--- src/rtl/cache_metadata_array_if.sv ---
// Controller-facing bundle for the cache metadata array: lookup request and
// response, fill port and flush handshake. The controller takes the master
// side, the array takes the slave side.
interface cache_metadata_array_if #(
    parameter int SETS  = 64,
    parameter int WAYS  = 2,
    parameter int TAG_W = 6
);
    localparam int SET_W = $clog2(SETS);
    localparam int WAY_W = (WAYS > 2) ? $clog2(WAYS) : 1;

    logic             req_valid;
    logic             req_ready;
    logic [SET_W-1:0] req_set;
    logic [TAG_W-1:0] req_tag;

    logic             rsp_valid;
    logic             rsp_hit;
    logic [WAY_W-1:0] rsp_way;
    logic [WAY_W-1:0] rsp_victim;

    logic             fill_en;
    logic [SET_W-1:0] fill_set;
    logic [WAY_W-1:0] fill_way;
    logic [TAG_W-1:0] fill_tag;

    logic             flush_req;
    logic             flush_busy;
    logic             flush_done;

    modport master (
        output req_valid, req_set, req_tag,
        output fill_en, fill_set, fill_way, fill_tag,
        output flush_req,
        input  req_ready,
        input  rsp_valid, rsp_hit, rsp_way, rsp_victim,
        input  flush_busy, flush_done
    );

    modport slave (
        input  req_valid, req_set, req_tag,
        input  fill_en, fill_set, fill_way, fill_tag,
        input  flush_req,
        output req_ready,
        output rsp_valid, rsp_hit, rsp_way, rsp_victim,
        output flush_busy, flush_done
    );
endinterface

--- src/rtl/cache_metadata_array.sv ---
// Tag/valid/age store for an N-way set-associative cache. Resolves hit, hit
// way and replacement victim for one registered lookup per cycle, applies
// fills, and owns a sequenced flush that sweeps one set per cycle.
//
// state   | meaning
// --------+------------------------------------------------------------
// S_IDLE  | normal operation, lookups and fills accepted
// S_SWEEP | invalidating set[sweep_q] each cycle, lookups/fills blocked
// S_DONE  | one-cycle completion pulse on flush_done, then back to idle
module cache_metadata_array #(
    parameter int SETS  = 64,
    parameter int WAYS  = 2,
    parameter int TAG_W = 6
) (
    input logic                   clk,
    input logic                   rst,
    cache_metadata_array_if.slave bus
);
    localparam int SET_W = $clog2(SETS);
    localparam int WAY_W = (WAYS > 2) ? $clog2(WAYS) : 1;

    typedef logic [WAYS-1:0][WAY_W-1:0] age_vec_t;
    typedef logic [WAYS-1:0][TAG_W-1:0] tag_vec_t;

    typedef enum logic [1:0] {
        S_IDLE  = 2'd0,
        S_SWEEP = 2'd1,
        S_DONE  = 2'd2
    } state_t;

    // Ages are a recency rank per set: 0 is MRU, WAYS-1 is LRU.
    logic [WAYS-1:0] valid_q [SETS];
    tag_vec_t        tag_q   [SETS];
    age_vec_t        age_q   [SETS];

    state_t           state_q;
    logic [SET_W-1:0] sweep_q;
    logic             ready_q;
    logic             busy_q;
    logic             done_q;

    logic             rsp_valid_q;
    logic             rsp_hit_q;
    logic [WAY_W-1:0] rsp_way_q;
    logic [WAY_W-1:0] rsp_victim_q;

    // Power-on / post-flush ordering: way i holds age i.
    function automatic age_vec_t init_ages();
        age_vec_t res;
        for (int j = 0; j < WAYS; j++) begin
            res[j] = WAY_W'(j);
        end
        return res;
    endfunction

    // Make way w the MRU; every way that was more recent than w ages by one.
    function automatic age_vec_t touch(input age_vec_t ages, input logic [WAY_W-1:0] w);
        age_vec_t res;
        res = ages;
        for (int j = 0; j < WAYS; j++) begin
            if (WAY_W'(j) == w) begin
                res[j] = '0;
            end else if (ages[j] < ages[w]) begin
                res[j] = ages[j] + WAY_W'(1);
            end
        end
        return res;
    endfunction

    logic [WAYS-1:0]  lk_valid;
    tag_vec_t         lk_tags;
    age_vec_t         lk_ages;
    logic             lk_hit;
    logic [WAY_W-1:0] lk_way;
    logic             lk_inv_found;
    logic [WAY_W-1:0] lk_inv_way;
    logic [WAY_W-1:0] lk_lru_way;
    logic [WAY_W-1:0] lk_victim;

    logic             accept;
    logic             fill_act;
    logic             hit_touch;
    age_vec_t         fill_ages;
    age_vec_t         hit_ages;

    assign lk_valid = valid_q[bus.req_set];
    assign lk_tags  = tag_q[bus.req_set];
    assign lk_ages  = age_q[bus.req_set];

    // Hit detect and victim select; descending scan so the lowest index wins.
    always_comb begin
        lk_hit       = 1'b0;
        lk_way       = '0;
        lk_inv_found = 1'b0;
        lk_inv_way   = '0;
        lk_lru_way   = '0;
        for (int w = WAYS - 1; w >= 0; w--) begin
            if (lk_valid[w] && (lk_tags[w] == bus.req_tag)) begin
                lk_hit = 1'b1;
                lk_way = WAY_W'(w);
            end
            if (!lk_valid[w]) begin
                lk_inv_found = 1'b1;
                lk_inv_way   = WAY_W'(w);
            end
            if (lk_ages[w] == WAY_W'(WAYS - 1)) begin
                lk_lru_way = WAY_W'(w);
            end
        end
        lk_victim = lk_inv_found ? lk_inv_way : lk_lru_way;
    end

    assign accept    = bus.req_valid & ready_q;
    assign fill_act  = bus.fill_en & (state_q == S_IDLE);
    // A fill to the same set owns the recency update; the hit's touch is dropped.
    assign hit_touch = accept & lk_hit & ~(fill_act & (bus.fill_set == bus.req_set));
    assign fill_ages = touch(age_q[bus.fill_set], bus.fill_way);
    assign hit_ages  = touch(lk_ages, lk_way);

    // Metadata storage: flush sweep, fills and hit touches.
    always_ff @(posedge clk or negedge rst) begin
        if (!rst) begin
            for (int s = 0; s < SETS; s++) begin
                valid_q[s] <= '0;
                tag_q[s]   <= '0;
                age_q[s]   <= init_ages();
            end
        end else if (state_q == S_SWEEP) begin
            valid_q[sweep_q] <= '0;
            age_q[sweep_q]   <= init_ages();
        end else begin
            if (fill_act) begin
                valid_q[bus.fill_set][bus.fill_way] <= 1'b1;
                tag_q[bus.fill_set][bus.fill_way]   <= bus.fill_tag;
                age_q[bus.fill_set]                 <= fill_ages;
            end
            if (hit_touch) begin
                age_q[bus.req_set] <= hit_ages;
            end
        end
    end

    // Flush sequencer with registered ready/busy/done.
    always_ff @(posedge clk or negedge rst) begin
        if (!rst) begin
            state_q <= S_IDLE;
            sweep_q <= '0;
            ready_q <= 1'b1;
            busy_q  <= 1'b0;
            done_q  <= 1'b0;
        end else begin
            case (state_q)
                S_IDLE: begin
                    if (bus.flush_req) begin
                        state_q <= S_SWEEP;
                        sweep_q <= '0;
                        ready_q <= 1'b0;
                        busy_q  <= 1'b1;
                    end
                end
                S_SWEEP: begin
                    sweep_q <= sweep_q + SET_W'(1);
                    if (sweep_q == SET_W'(SETS - 1)) begin
                        state_q <= S_DONE;
                        done_q  <= 1'b1;
                    end
                end
                S_DONE: begin
                    state_q <= S_IDLE;
                    ready_q <= 1'b1;
                    busy_q  <= 1'b0;
                    done_q  <= 1'b0;
                end
                default: begin
                    state_q <= S_IDLE;
                    sweep_q <= '0;
                    ready_q <= 1'b1;
                    busy_q  <= 1'b0;
                    done_q  <= 1'b0;
                end
            endcase
        end
    end

    // Lookup response register; result fields hold until the next accepted lookup.
    always_ff @(posedge clk or negedge rst) begin
        if (!rst) begin
            rsp_valid_q  <= 1'b0;
            rsp_hit_q    <= 1'b0;
            rsp_way_q    <= '0;
            rsp_victim_q <= '0;
        end else begin
            rsp_valid_q <= accept;
            if (accept) begin
                rsp_hit_q    <= lk_hit;
                rsp_way_q    <= lk_way;
                rsp_victim_q <= lk_victim;
            end
        end
    end

    // ready is forced low while reset is asserted so every output reads 0 in reset.
    assign bus.req_ready  = ready_q & rst;
    assign bus.rsp_valid  = rsp_valid_q;
    assign bus.rsp_hit    = rsp_hit_q;
    assign bus.rsp_way    = rsp_way_q;
    assign bus.rsp_victim = rsp_victim_q;
    assign bus.flush_busy = busy_q;
    assign bus.flush_done = done_q;
endmodule

--- src/flat_wrapper.sv ---
// flat-port wrapper written by rule: the top's interface ports become plain ports
module cache_metadata_array_flat 
#(
    parameter int SETS  = 64,
    parameter int WAYS  = 2,
    parameter int TAG_W = 6
)
  (clk, rst, bus_req_valid, bus_req_set, bus_req_tag, bus_fill_en, bus_fill_set, bus_fill_way, bus_fill_tag, bus_flush_req, bus_req_ready, bus_rsp_valid, bus_rsp_hit, bus_rsp_way, bus_rsp_victim, bus_flush_busy, bus_flush_done);
  cache_metadata_array_if #(.SETS(SETS), .WAYS(WAYS), .TAG_W(TAG_W)) bus_i ();
  input logic clk;
  input logic rst;
  input wire logic [$bits(bus_i.req_valid)-1:0] bus_req_valid;
  input wire logic [$bits(bus_i.req_set)-1:0] bus_req_set;
  input wire logic [$bits(bus_i.req_tag)-1:0] bus_req_tag;
  input wire logic [$bits(bus_i.fill_en)-1:0] bus_fill_en;
  input wire logic [$bits(bus_i.fill_set)-1:0] bus_fill_set;
  input wire logic [$bits(bus_i.fill_way)-1:0] bus_fill_way;
  input wire logic [$bits(bus_i.fill_tag)-1:0] bus_fill_tag;
  input wire logic [$bits(bus_i.flush_req)-1:0] bus_flush_req;
  output wire logic [$bits(bus_i.req_ready)-1:0] bus_req_ready;
  output wire logic [$bits(bus_i.rsp_valid)-1:0] bus_rsp_valid;
  output wire logic [$bits(bus_i.rsp_hit)-1:0] bus_rsp_hit;
  output wire logic [$bits(bus_i.rsp_way)-1:0] bus_rsp_way;
  output wire logic [$bits(bus_i.rsp_victim)-1:0] bus_rsp_victim;
  output wire logic [$bits(bus_i.flush_busy)-1:0] bus_flush_busy;
  output wire logic [$bits(bus_i.flush_done)-1:0] bus_flush_done;
  assign bus_i.req_valid = bus_req_valid;
  assign bus_i.req_set = bus_req_set;
  assign bus_i.req_tag = bus_req_tag;
  assign bus_i.fill_en = bus_fill_en;
  assign bus_i.fill_set = bus_fill_set;
  assign bus_i.fill_way = bus_fill_way;
  assign bus_i.fill_tag = bus_fill_tag;
  assign bus_i.flush_req = bus_flush_req;
  assign bus_req_ready = bus_i.req_ready;
  assign bus_rsp_valid = bus_i.rsp_valid;
  assign bus_rsp_hit = bus_i.rsp_hit;
  assign bus_rsp_way = bus_i.rsp_way;
  assign bus_rsp_victim = bus_i.rsp_victim;
  assign bus_flush_busy = bus_i.flush_busy;
  assign bus_flush_done = bus_i.flush_done;
  cache_metadata_array #(.SETS(SETS), .WAYS(WAYS), .TAG_W(TAG_W)) u_core (.clk(clk), .rst(rst), .bus(bus_i));
endmodule
--- config.mk ---
export PLATFORM = sky130hd
export DESIGN_NAME = cache_metadata_array_flat
export DESIGN_NICKNAME = d
export VERILOG_FILES = /design/src/rtl/cache_metadata_array_if.sv /design/src/rtl/cache_metadata_array.sv /design/src/flat_wrapper.sv
export SDC_FILE = /design/constraint.sdc
export NUM_CORES = 2
export LEC_CHECK = 0
export CAP_MARGIN = 20
export CORE_MARGIN = 3
export CORE_UTILIZATION = 40
export DETAILED_ROUTE_END_ITERATION = 16
export PLACE_DENSITY_LB_ADDON = 0.2
export RECOVER_POWER = 25
export SLEW_MARGIN = 5
export SYNTH_ARGS = -nofsm -noshare
export SYNTH_HDL_FRONTEND = slang
export SYNTH_SLANG_ARGS = --single-unit
--- constraint.sdc ---
create_clock -name clk -period 5.9 [get_ports clk]
set_input_delay 0.885 -clock clk [delete_from_list [all_inputs] [get_ports clk]]
set_output_delay 0.885 -clock clk [all_outputs]
set_load 0.005 [all_outputs]
Word-level counts from Yosys, hierarchy flattened
Index checks and enable logic that the tools add are counted.
W data, S select, Z words.
{"block": "totals", "output_inout_bits": 7, "reg_bits": 1039}
{"block": "classes", "n_eq_ne": 8, "bitwise_logic": 19, "n_mux": 67, "magnitude_cmp": 13, "addsub": 5, "reduce_logical": 13}
{"op": "$bwmux W768", "n": 1}
{"op": "$mux W128", "n": 6}
{"op": "$bwmux W128", "n": 2}
{"op": "$and A128 B128 Y128", "n": 1}
{"op": "$not A128 Y128", "n": 1}
{"op": "$or A128 B128 Y128", "n": 1}
{"op": "$bmux W12 S6", "n": 1}
{"op": "$demux W12 S6", "n": 1}
{"op": "$and A64 B64 Y64", "n": 1}
{"op": "$not A64 Y64", "n": 1}
{"op": "$or A64 B64 Y64", "n": 1}
{"op": "$demux W2 S6", "n": 4}
{"op": "$bmux W2 S6", "n": 3}
{"op": "$mux W12", "n": 3}
{"op": "$mux W1", "n": 25}
{"op": "$mux W2", "n": 12}
{"op": "$ge A7 B7 Y1 const B", "n": 3}
{"op": "$lt A7 B1 Y1 const B", "n": 3}
{"op": "$not A6 Y7", "n": 3}
{"op": "$eq A6 B6 Y1", "n": 3}
{"op": "$pmux W6 S3", "n": 1}
{"op": "$mux W6", "n": 2}
{"op": "$reduce_and A2 Y1", "n": 5}
{"op": "$add A6 B1 Y6 const B", "n": 1}
{"op": "other kinds (17)", "n": 40}

Depth between registers and ports, before layout
{"block": "logic_depth", "depth_word": 16, "depth_mapped": 17, "mapped_depth_nobuf": 10}

Worst setup path before layout
Ideal clock, no wire load.
{"block": "synth_timing", "kind": "input port to flip-flop", "startpoint": "input bus_req_set[2]", "endpoint": "register u_core.age_q[30] (netlist name)", "required_ns": 5.774, "t_arrival_ns": 3.940, "cell_stages": 15, "setup_ns": 0.126, "path_buffers": 6, "path_slack_ns": 1.834, "path_cell_list": "buf_2 -> buf_6 -> buf_2 -> buf_1 -> mux4_2 -> mux2i_1 -> nor2_1 -> nor4_2 -> xor2_1 -> nand3_1 -> o41ai_2 -> buf_4 -> buf_6 -> a41oi_1 -> a221o_1"}
{"block": "synth_between", "elab_chain_len": 16}
{"item": "start, declared", "line_no": "flat_wrapper.sv:13", "text": "input wire logic [$bits(bus_i.req_set)-1:0] bus_req_set;"}
{"item": "$not A6 Y7 (not written as such)"}
{"item": "$bmux W12 S6", "line_no": "cache_metadata_array.sv:87", "text": "assign lk_tags = tag_q[bus.req_set];"}
{"item": "$mux W12 (not written as such) (2 in a row)", "line_no": "cache_metadata_array.sv:87"}
{"item": "$eq A6 B6 Y1", "line_no": "cache_metadata_array.sv:98", "text": "if (lk_valid[w] && (lk_tags[w] == bus.req_tag)) begin"}
{"item": "$logic_and A1 B1 Y1", "line_no": "cache_metadata_array.sv:98"}
{"item": "$mux W1 (2 in a row)", "line_no": "cache_metadata_array.sv:98"}
{"item": "$mux W1 (not written as such) (2 in a row)", "line_no": "cache_metadata_array.sv:63", "text": "end else if (ages[j] < ages[w]) begin"}
{"item": "$lt A1 B1 Y1", "line_no": "cache_metadata_array.sv:63"}
{"item": "$mux W1", "line_no": "cache_metadata_array.sv:63"}
{"item": "$mux W1", "line_no": "cache_metadata_array.sv:61", "text": "if (WAY_W'(j) == w) begin"}
{"item": "$bwmux W128", "line_no": "cache_metadata_array.sv:138", "text": "age_q[bus.req_set] <= hit_ages;"}
{"item": "$mux W128 (*)", "line_no": "cache_metadata_array.sv:137", "text": "if (hit_touch) begin"}
{"item": "$mux W128 (*)", "line_no": "cache_metadata_array.sv:128", "text": "end else if (state_q == S_SWEEP) begin"}
{"item": "end signal, assigned by index", "line_no": "cache_metadata_array.sv:126", "text": "age_q[s] <= init_ages();"}
{"item": "end signal, assigned by index", "line_no": "cache_metadata_array.sv:130", "text": "age_q[sweep_q] <= init_ages();"}
{"item": "end signal, assigned by index", "line_no": "cache_metadata_array.sv:138"}
{"item": "end, declared", "line_no": "cache_metadata_array.sv:34", "text": "age_vec_t age_q [SETS];"}
Mark *: on every way between the ends. The rest lies on a longest branch, timed or not. The select of a mux whose other input is x is not followed.
A chain may end at the register's enable or synchronous reset.

Final worst setup path
{"block": "layout_timing", "startpoint": "input bus_req_set[4]", "endpoint": "register u_core.age_q[126] (netlist name)"}
The elaborated chain is that of the path after synthesis.

==> results.sh <==
export IMPL_grt_max_degree=162
export IMPL_fp_coreArea_um2=130000
export IMPL_switchingPower_mw=5.56
export IMPL_tns_ns=0
export IMPL_finalCriticalPeriod_ns=5.08
export IMPL_drtIter0Drc=5275
export IMPL_ys_flop_type="dfrtp_1"
export IMPL_violations="max-capacitance violations, max-slew violations"
export IMPL_yosys_warnings=0
export IMPL_clockPowerShare_pct=40.5
export IMPL_multi_input_area_um2=25000
export IMPL_power_switching_share_pct=29.8
export IMPL_cpMaxStageDelayCell="clkdlybuf4s50_1"
export IMPL_dpl_cell_count=5863
export IMPL_status="complete, but fails checks"
export IMPL_post_drt_wl_per_cell_um=33.4
export IMPL_syn_num_nets=4257
export IMPL_antenna_found_initial=9
export IMPL_worstPathCellList="clkdlybuf4s50_1 > and3b_1 > buf_4 > a221oi_1 > o22ai_1 > nor3_1 > xnor2_1 > a21oi_1 > nand4_1 > nor4b_2 > and2_2 > buf_12 > a221o_1"
export IMPL_final_core_util_pct=45.7
export IMPL_layout_common_cells="dfrtp_1 (974), mux2_2 (860), nand2_1 (352)"
export IMPL_io_buffers=36
export IMPL_required_ns=6.52
export IMPL_wl_um=203000
export IMPL_combPwrFrac_pct=15.2
export IMPL_dieArea_um2=136000
export IMPL_syn_avg_cell_area_um2=12.4
export IMPL_worstMarginPinSlew_ns=2.98
export IMPL_finalHoldViolations=0
export IMPL_slew_headroom_pct=-98.7
export IMPL_crit_fanout=44
export IMPL_first_pass_iters=9
export IMPL_overflow=0
export IMPL_htreeDepth=3
export IMPL_seq_area_um2=26100
export IMPL_numCtsBuffers=114
export IMPL_synth_top_area_cell="dfrtp_1"
export IMPL_place_gp_congestion=0.982
export IMPL_clk_latency_ns=0.77
export IMPL_start_util_pct=40.4
export IMPL_p_int_mw=13.1
export IMPL_drive_gt1_share_pct=36.1
export IMPL_vias=39478
export IMPL_numClockSinks=1039
export IMPL_cts_path_max_buffers=3
export IMPL_worstSetupPathType="input port to register"
export IMPL_min_path_type="register to register"
export IMPL_cts_root_buf="clkbuf_16"
export IMPL_grt_pass1_wl_um=291000
export IMPL_yosys_area_top_type_share_pct=46.4
export IMPL_drv_slew=313
export IMPL_synth_area_leaders="dfrtp_1 (46%), mux2_2 (18%), mux4_2 (6.3%), mux2i_1 (3.6%), dfstp_2 (3.2%)"
export IMPL_grt_util_all_layers_pct=29.4
export IMPL_startpoint_type="input port"
export IMPL_period_share_pct=86.2
export IMPL_fill_cells=11902
export IMPL_drtAntennaViolNets=0
export IMPL_io_pins=37
export IMPL_path_clk_slew_ns=0.06
export IMPL_synth_seq_cells=1039
export IMPL_fin_area_um2=59400
export IMPL_timing_fmax_mhz=197
export IMPL_vias_per_cell=6.50
export IMPL_synth_edf_count=0
export IMPL_ys_seq_area_share_pct=49.6
export IMPL_ir_worst_vdd_mv=0.257
export IMPL_fin_cells=6078
export IMPL_skew_ns=0.0405
export IMPL_layout_commonest_cell="dfrtp_1"
export IMPL_rows=132
export IMPL_synth_distinct_cells=80
export IMPL_pwr_share_seq_pct=44.3
export IMPL_synth_cells=4226
export IMPL_cpPeakStageDelay_ns=0.83
export IMPL_crit_arrival_ns=5.70
export IMPL_grt_pass1_vias=38570
export IMPL_rsz0062_at_grt="false"
export IMPL_setup_violations=0
export IMPL_dp_final_hpwl_um=134000
export IMPL_cts_tree="yes"
export IMPL_nets=4268
export IMPL_ctsHoldBuffers=0
export IMPL_place_area_um2=55500
export IMPL_end_kind="register"
export IMPL_area_growth_pct=13.0
export IMPL_cts_setup_buffers=0
export IMPL_cts_resized=0
export IMPL_p_leak_nw=28.2
export IMPL_die_w_um=369
export IMPL_route_detailed_drc=0
export IMPL_die_y_um=369
export IMPL_syn_cell_area_um2=52600
export IMPL_cp_buffers_inverters=3
export IMPL_critPathTopFamily="simple AND/OR/NAND/NOR gates"
export IMPL_synthArstFlopShare_pct=100
export IMPL_power_density_nw_per_um2=315
export IMPL_cap_violations=5
synth_stat cells, types with 43 or more instances:
| cell type | n |
|---|---|
| nor2_1 | 206 |
| a221o_1 | 67 |
| nand2_1 | 352 |
| o22ai_1 | 47 |
| buf_2 | 51 |
| mux4_2 | 147 |
| a211oi_1 | 50 |
| mux2_2 | 860 |
| a22oi_1 | 72 |
| clkbuf_1 | 253 |
| and2_1 | 43 |
| a41oi_1 | 65 |
| nor3_1 | 47 |
| dfrtp_1 | 974 |
| nand3_1 | 85 |
| a21o_1 | 65 |
| a21oi_1 | 91 |
| mux2i_1 | 190 |
| dfstp_2 | 65 |
| a221oi_1 | 99 |
layout make-up:
type | instances | share of cell area (%)
repair buffers | 255 | 3.66
clock inverters | 49 | 1.04
clock buffers | 164 | 5.66
well taps | 1742 | 3.67
multi-input cells | 2816 | 42.0
diodes | 2 | 0.00842
flip-flops and latches | 1039 | 43.9
inverters | 11 | 0.0695
flip-flops by register name, summed over array words and instances (netlist names):
name	flops
u_core.age_q	128
u_core.bus.flush_busy	1
u_core.bus.flush_done	1
u_core.bus.rsp_hit	1
u_core.bus.rsp_valid	1
u_core.bus.rsp_victim	1
u_core.bus.rsp_way	1
u_core.ready_q	1
u_core.state_q	2
u_core.sweep_q	6
u_core.tag_q	768
u_core.valid_q	128
routing by layer:
metal	up-vias	part of all wire (%)	GRT usage [%]
met5	-	0.0064	0
met4	2	5.6	14.8
met3	534	10	7.95
met2	2356	43	42.3
met1	20627	42	40.8
li1	15959	-	-
worst reg2reg max path, cell delays in order (launching register included):
cell and delay [ns]:
dfrtp_1 0.38, mux4_2 0.54, o211ai_1 0.54, nand2_1 0.20, or4_1 0.52, a221oi_1 0.39, nand4_1 0.39, nor4b_2 0.33
and2_2 0.22, buf_12 0.19, a221o_1 0.43
power by group through the flow:
stage / sequential [mW] / clock [mW] / combinational, mW
floorplan: 8.13 / 0 / 1.72
global placement: 8.35 / 0 / 2.74
detailed placement: 8.35 / 0 / 2.76
CTS: 8.23 / 7.69 / 2.77
global route: 8.31 / 7.99 / 2.99
finish: 8.27 / 7.57 / 2.84
kinds of logic (layout without fill, tap and decap cells):
family,Yosys count,after routing,share of synthesized area [%]
buffers and inverters,371,479,3.23
adders and majority gates,1,1,0.0238
DFF,1039,1039,49.6
xor gates and xnor gates,19,19,0.317
AOI/OAI and AO/OA,726,726,10.8
muxes,1197,1197,28.3
and+or+nand+nor,873,873,7.65
other,0,2,0
final timing paths:
kind	from	end	slack, ns	cells after the start
worst max-delay path	bus_req_set[4]	u_core.age_q[126]	0.82	13
worst min-delay path	u_core.ready_q	u_core.ready_q	0.47	2
worst max register to register	u_core.tag_q[219]	u_core.age_q[126]	1.64	10
worst min register to register	u_core.ready_q	u_core.ready_q	0.47	2
max in group asynchronous	rst	u_core.tag_q[125]	1.15	2
min in group asynchronous	rst	u_core.tag_q[162]	1.12	1
through the flow:
step | power, mW | setup WS [ns] | hold WS, ns
6_report | 18.7 | 0.816 | 0.471
5_1_grt | 19.3 | 0.481 | 0.481
4_1_cts | 18.7 | 1.19 | 0.0152
3_5_place_dp | 11.1 | 0.398 | 0.460
3_3_place_gp | 11.1 | 0.473 | 0.454
2_1_floorplan | 9.85 | 1.83 | 0.441
No activity file was read; power rests on OpenSTA's default activity.
